File: src/rtl/axis_12to8_pack_tx_pkg.sv
// Shared types and widths for the 12-bit word to 8-bit AXI-stream packer.
// Phase encoding is shared with the mirror 8-to-12 unpack path.
package axis_pack_pkg;

  localparam int IW  = 12;
  localparam int OW  = 8;
  localparam int NIB = 4;

  // P0: take word A, P1: take word B, P2: flush high byte of B,
  // P1L: flush the lone nibble of an odd-length frame.
  typedef enum logic [1:0] {
    P0  = 2'd0,
    P1  = 2'd1,
    P2  = 2'd2,
    P1L = 2'd3
  } pack_phase_e;

  // One output beat as staged into the output register.
  typedef struct packed {
    logic [OW-1:0] data;
    logic          last;
    logic          user;
  } pack_beat_t;

  // True in the phases that consume an input word.
  function automatic logic phase_takes_word(input pack_phase_e ph);
    return (ph == P0) || (ph == P1);
  endfunction

endpackage

File: src/rtl/axis_12to8_pack_tx_if.sv
// AXI-stream bundle shared by the pack (master) and unpack (slaver) sides.
// tkeep is one bit per byte of tdata.
interface axi_stream_inf #(
  parameter int DSIZE = 8,
  parameter int USIZE = 1
) (
  input logic aclk,
  input logic aresetn
);

  localparam int KSIZE = (DSIZE + 7) / 8;

  logic             tvalid;
  logic             tready;
  logic [DSIZE-1:0] tdata;
  logic             tlast;
  logic [USIZE-1:0] tuser;
  logic [KSIZE-1:0] tkeep;

  modport master (
    input  aclk,
    input  aresetn,
    input  tready,
    output tvalid,
    output tdata,
    output tlast,
    output tuser,
    output tkeep
  );

  modport slaver (
    input  aclk,
    input  aresetn,
    input  tvalid,
    input  tdata,
    input  tlast,
    input  tuser,
    input  tkeep,
    output tready
  );

endinterface

File: src/rtl/axis_12to8_pack_tx_out_reg.sv
// Single-stage AXI-stream output register: loads a new beat whenever the
// slot is empty or being drained, otherwise holds its contents stable.
module axis_out_reg #(
  parameter int DW = 8,
  parameter int UW = 1
) (
  input  logic          clock,
  input  logic          rst_n,
  input  logic          load,
  input  logic [DW-1:0] load_data,
  input  logic          load_last,
  input  logic [UW-1:0] load_user,
  input  logic          tready,
  output logic          adv,
  output logic          tvalid,
  output logic [DW-1:0] tdata,
  output logic          tlast,
  output logic [UW-1:0] tuser
);

  logic          tvalid_reg;
  logic [DW-1:0] tdata_reg;
  logic          tlast_reg;
  logic [UW-1:0] tuser_reg;

  assign adv = !tvalid_reg || tready;

  always_ff @(posedge clock or negedge rst_n) begin
    if (!rst_n) begin
      tvalid_reg <= 1'b0;
      tdata_reg  <= '0;
      tlast_reg  <= 1'b0;
      tuser_reg  <= '0;
    end else if (adv) begin
      // Without a new beat the slot simply empties; payload is left as is.
      tvalid_reg <= load;
      if (load) begin
        tdata_reg <= load_data;
        tlast_reg <= load_last;
        tuser_reg <= load_user;
      end
    end
  end

  assign tvalid = tvalid_reg;
  assign tdata  = tdata_reg;
  assign tlast  = tlast_reg;
  assign tuser  = tuser_reg;

endmodule

File: src/rtl/axis_12to8_pack_tx.sv
// Packs pairs of 12-bit words into three bytes (little-endian nibble order)
// onto an 8-bit AXI stream. Optional frame counter: AXIS_PACK_STAT_EN.
module axis_12to8_pack_tx
  import axis_pack_pkg::*;
#(
  parameter int CNT_W  = 16,
  parameter int SOF_EN = 1
) (
  input  logic          clock,
  input  logic          rst_n,
  input  logic [IW-1:0] idata,
  input  logic          ivalid,
  input  logic          ilast,
  output logic          iready,
  axi_stream_inf.master axis_out
`ifdef AXIS_PACK_STAT_EN
  ,
  output logic [CNT_W-1:0] frame_cnt
`endif
);

  pack_phase_e    phase_reg, phase_next;
  logic [NIB-1:0] nib_reg, nib_next;
  logic [OW-1:0]  hb_reg, hb_next;
  logic           lst_reg, lst_next;
  logic           sof_reg, sof_next;

  pack_beat_t     beat;
  logic           load;
  logic           adv;
  logic           accept;

  logic           out_valid;
  logic [OW-1:0]  out_data;
  logic           out_last;
  logic [0:0]     out_user;
  logic [0:0]     load_user;

  // Gated by rst_n so the port reads 0 while reset is held.
  assign iready = rst_n && adv && phase_takes_word(phase_reg);
  assign accept = ivalid && iready;

  always_comb begin
    phase_next = phase_reg;
    nib_next   = nib_reg;
    hb_next    = hb_reg;
    lst_next   = lst_reg;
    sof_next   = sof_reg;
    load       = 1'b0;
    beat       = '0;

    unique case (phase_reg)
      P0: begin
        if (accept) begin
          load       = 1'b1;
          beat.data  = idata[OW-1:0];
          beat.user  = sof_reg;
          nib_next   = idata[IW-1:OW];
          sof_next   = 1'b0;
          phase_next = ilast ? P1L : P1;
        end
      end
      P1: begin
        if (accept) begin
          load       = 1'b1;
          beat.data  = {idata[NIB-1:0], nib_reg};
          hb_next    = idata[IW-1:NIB];
          lst_next   = ilast;
          phase_next = P2;
        end
      end
      P2: begin
        if (adv) begin
          load       = 1'b1;
          beat.data  = hb_reg;
          beat.last  = lst_reg;
          sof_next   = sof_reg | lst_reg;
          phase_next = P0;
        end
      end
      P1L: begin
        if (adv) begin
          load       = 1'b1;
          beat.data  = {{(OW-NIB){1'b0}}, nib_reg};
          beat.last  = 1'b1;
          sof_next   = 1'b1;
          phase_next = P0;
        end
      end
      default: begin
        phase_next = P0;
      end
    endcase
  end

  always_ff @(posedge clock or negedge rst_n) begin
    if (!rst_n) begin
      phase_reg <= P0;
      nib_reg   <= '0;
      hb_reg    <= '0;
      lst_reg   <= 1'b0;
      sof_reg   <= 1'b1;
    end else begin
      phase_reg <= phase_next;
      nib_reg   <= nib_next;
      hb_reg    <= hb_next;
      lst_reg   <= lst_next;
      sof_reg   <= sof_next;
    end
  end

  assign load_user = (SOF_EN != 0) ? beat.user : 1'b0;

  axis_out_reg #(
    .DW (OW),
    .UW (1)
  ) u_out_reg (
    .clock     (clock),
    .rst_n     (rst_n),
    .load      (load),
    .load_data (beat.data),
    .load_last (beat.last),
    .load_user (load_user),
    .tready    (axis_out.tready),
    .adv       (adv),
    .tvalid    (out_valid),
    .tdata     (out_data),
    .tlast     (out_last),
    .tuser     (out_user)
  );

  assign axis_out.tvalid = out_valid;
  assign axis_out.tdata  = out_data;
  assign axis_out.tlast  = out_last;
  assign axis_out.tuser  = out_user;
  assign axis_out.tkeep  = '1;

`ifdef AXIS_PACK_STAT_EN
  logic [CNT_W-1:0] frame_cnt_reg;

  always_ff @(posedge clock or negedge rst_n) begin
    if (!rst_n) begin
      frame_cnt_reg <= '0;
    end else if (out_valid && axis_out.tready && out_last) begin
      frame_cnt_reg <= frame_cnt_reg + 1'b1;
    end
  end

  assign frame_cnt = frame_cnt_reg;
`endif

endmodule
File: src/flat_wrapper.sv
// flat-port wrapper written by rule: the top's interface ports become plain ports
module axis_12to8_pack_tx_flat import axis_pack_pkg::*;
#(
  parameter int CNT_W  = 16,
  parameter int SOF_EN = 1
)
  (clock, rst_n, idata, ivalid, ilast, iready, aclk, aresetn, axis_out_tready, axis_out_tvalid, axis_out_tdata, axis_out_tlast, axis_out_tuser, axis_out_tkeep);
  axi_stream_inf axis_out_i (.aclk(aclk), .aresetn(aresetn));
  input  logic clock;
  input  logic rst_n;
  input  logic [IW-1:0] idata;
  input  logic ivalid;
  input  logic ilast;
  output logic iready;
  input wire logic aclk;
  input wire logic aresetn;
  input wire logic [$bits(axis_out_i.tready)-1:0] axis_out_tready;
  output wire logic [$bits(axis_out_i.tvalid)-1:0] axis_out_tvalid;
  output wire logic [$bits(axis_out_i.tdata)-1:0] axis_out_tdata;
  output wire logic [$bits(axis_out_i.tlast)-1:0] axis_out_tlast;
  output wire logic [$bits(axis_out_i.tuser)-1:0] axis_out_tuser;
  output wire logic [$bits(axis_out_i.tkeep)-1:0] axis_out_tkeep;
  assign axis_out_i.tready = axis_out_tready;
  assign axis_out_tvalid = axis_out_i.tvalid;
  assign axis_out_tdata = axis_out_i.tdata;
  assign axis_out_tlast = axis_out_i.tlast;
  assign axis_out_tuser = axis_out_i.tuser;
  assign axis_out_tkeep = axis_out_i.tkeep;
  axis_12to8_pack_tx #(.CNT_W(CNT_W), .SOF_EN(SOF_EN)) u_core (.clock(clock), .rst_n(rst_n), .idata(idata), .ivalid(ivalid), .ilast(ilast), .iready(iready), .axis_out(axis_out_i));
endmodule
File: config.mk
export PLATFORM = sky130hd
export DESIGN_NAME = axis_12to8_pack_tx_flat
export DESIGN_NICKNAME = d
export VERILOG_FILES = /design/src/rtl/axis_12to8_pack_tx_pkg.sv /design/src/rtl/axis_12to8_pack_tx_if.sv /design/src/rtl/axis_12to8_pack_tx_out_reg.sv /design/src/rtl/axis_12to8_pack_tx.sv /design/src/flat_wrapper.sv
export SDC_FILE = /design/constraint.sdc
export NUM_CORES = 1
export LEC_CHECK = 0
export CAP_MARGIN = 20
export CORE_MARGIN = 1.5
export CORE_UTILIZATION = 39
export CTS_CLUSTER_SIZE = 30
export DETAILED_ROUTE_END_ITERATION = 16
export PLACE_DENSITY = 0.67
export SYNTH_ARGS = -nofsm -noshare
export SYNTH_HDL_FRONTEND = slang
export SYNTH_HIERARCHICAL = 1
export SYNTH_SLANG_ARGS = --single-unit
File: constraint.sdc
create_clock -name clock -period 2.55 [get_ports clock]
set_clock_uncertainty 0.2 [all_clocks]
set_input_delay 0.255 -clock clock [delete_from_list [all_inputs] [get_ports clock]]
set_output_delay 0.255 -clock clock [all_outputs]
set_load 0.005 [all_outputs]
==> metrics.txt <==
status finished, final reports clean; final wirelength 2.733 mm; fmax 437.4 MHz; DRC violations left 0; asr flop ratio synth 1.000; later-pin clock latency in the skew report 0.27 ns; CTS tree built; switch share 0.3199; power share of the clock group 0.137; Final ANT Viol Nets 0; register area share after synthesis 0.4684; Setup Viol. Count Final 0; Die Wd 63.87 um; nets@finish 166; Synth top area share 0.4502; Worst Hold Class input port to async pin; diodes inserted 0; Crit Path Category flip-flop to output port; clock slew at reported path FFs 0.09 ns; CP Launch Type flip-flop; PD cells 969.3 nW/um^2; leak pwr 0.8537 nW; area of placed instances 1775 sq um; final instance area 1827 sq um; # H-tree levels 1; violation count after the first detailed-route iteration 38; MaxCap Viol Count 0; Slew Limit Fails 0; grt ovf 0; Crit Path Max Fanout 14; area of the multi-input gates 710.7 sq um; Avg WL per Cell 14.54 um; most frequent cell after synthesis dfrtp_1; Total Die Area 4079 sq um; Synth warnings 6; clock root cell clkbuf_8; filler instances 314; Slew headroom 0.6134; RSZ-0062 raised after global routing false; syn nets 133; port bufs 28; sw power 566.5 uW; initial core utilization 0.4198; share of layout cells above drive strength 1 0.2887; Hold WS 0.1630 ns; Area growth syn-to-layout 26.41%; largest cells by area after synthesis dfrtp_1 (45%), mux2_4 (15%), mux2_2 (7.8%), a221o_1 (5.5%), and3_1 (4.3%); CP Data Arrival Time 1.83 ns; CP endpoint kind output port; Cell Int Power 1.204 mW; syn avg cell area 13.14 sq um; pin count of the biggest net entering global routing 17; largest area contributor in the netlist dfrtp_1; Period minus WS final 2.286 ns; Via Count 961; Netlist cell types 29; register area 676.9 sq um; required time of the critical path 2.10 ns; cells after synthesis 110; Total GRT Usage 0.1442; routability congestion estimate from global placement 0.8636; first-pass GRT wire length 4.567 mm; top cells by count, synth dfrtp_1 (26), mux2_4 (14), and3_1 (10), mux2_2 (10), a221o_1 (8); number of synthesized flops with an enable pin 0; mapped cell area 1445 sq um; TNS Setup 0 ns; Die Height 63.87 um; Fin. Hold Viols 0; flops & latches, synth 27; Tightest Pin Transition 0.5786 ns; initial antenna violation count 0; vias in the first global route 957; VDD IR max 296.9 uV; clock sink total 27; cts hold-fix bufs 0; # rows 21; Finished Core Util 0.5307; Placed Cells 184; Pre-antenna DRT Iters 4; CORE AREA 3442 sq um; vias per cell 5.112; Gate power share 0.461; fin cells 188; HPWL after detailed placement 2.108 mm; share of power burned in registers 0.402; setup ws final 0.2636 ns; I/O pin cnt 32; crit share post-route 0.8966; Place WS 0.1731 ns; clock buffer count from CTS 3; Max Root-Sink Buffers 2; dominant synthesized flop cell dfrtp_1; Power Total 1.771 mW
[final cells by class]
class,instances,share of cell area
Timing Repair Buffer,33,0.1740
Tap cell,46,0.03151
Inverter,4,0.008219
Multi-Input combinational cell,74,0.3890
Clock inverter,1,0.004110
Clock buffer,3,0.02260
Sequential cell,27,0.3705
[worst paths after layout]
check	startpoint	to	slack, ns	depth (start not counted)
worst max-delay path	u_core/phase_reg[0]$_DFFE_PN0P_	iready	0.26	5
worst min-delay path	rst_n	u_core/u_out_reg/tvalid$_DFFE_PN0P_	0.16	2
worst max register to register	u_core/phase_reg[0]$_DFFE_PN0P_	u_core/u_out_reg/tdata[6]$_DFFE_PN0P_	0.48	6
worst min register to register	u_core/u_out_reg/tuser$_DFFE_PN0P_	u_core/u_out_reg/tuser$_DFFE_PN0P_	0.32	1
max in group asynchronous	rst_n	u_core/sof_reg$_DFFE_PN1P_	1.75	2
min in group clock	u_core/u_out_reg/tuser$_DFFE_PN0P_	u_core/u_out_reg/tuser$_DFFE_PN0P_	0.32	1
[critical path, stage by stage, from the launching register on]
cell and delay (ns):
dfrtp_1 0.42, inv_1 0.12, ha_2 0.33, nor2_1 0.08, nor2_1 0.10, clkdlybuf4s50_1 0.52
[cell usage in the layout, fill, tap and decap left out, drive strengths merged]
master,Yosys,final
nor3b,2,2
o21ba,1,1
nand2b,3,3
clkinvlp,0,1
nor2b,2,2
nand2,3,3
nor2,3,3
mux2,24,24
clkbuf,1,3
clkdlybuf4s50,0,28
and3,10,10
o21ai,4,4
o22a,1,1
conb,1,1
a221oi,1,1
dfstp,1,1
a221o,8,8
a21oi,3,3
nand3,1,1
inv,4,4
ha,4,4
dfrtp,26,26
a31oi,2,2
buf,4,5
and2,1,1
[logic make-up after synthesis]
logic type,Yosys count,share of synthesized area
AND/OR/NAND/NOR,25,0.1221
other,1,0.002595
flip-flops,27,0.4684
buffers and inverters,9,0.04155
multiplexers,24,0.2234
adder cells (fa/ha/maj),4,0.03463
AO/OA/AOI/OAI,20,0.1074
[timing repair]
| item | in CTS | in global routing |
|---|---|---|
| setup endpoints to repair | 0 | 1 |
| setup buffers | 0 | 0 |
| resized for setup | 0 | 1 |
[power groups by stage]
stage	combinational (mW)	sequential, mW	clock, mW
6_report	0.816	0.713	0.242
5_1_grt	0.893	0.729	0.283
4_1_cts	0.818	0.711	0.253
3_5_place_dp	0.816	0.721	0
3_3_place_gp	0.800	0.709	0
2_1_floorplan	0.566	0.695	0
[layer usage]
metal,up-vias,part of all wire,track usage
met5,-,0,0
met4,0,0.016,0.06522
met3,2,0.014,0.01585
met2,15,0.49,0.2409
met1,477,0.48,0.1870
li1,467,-,-
Note: power is estimated with default switching activity, not from simulation.
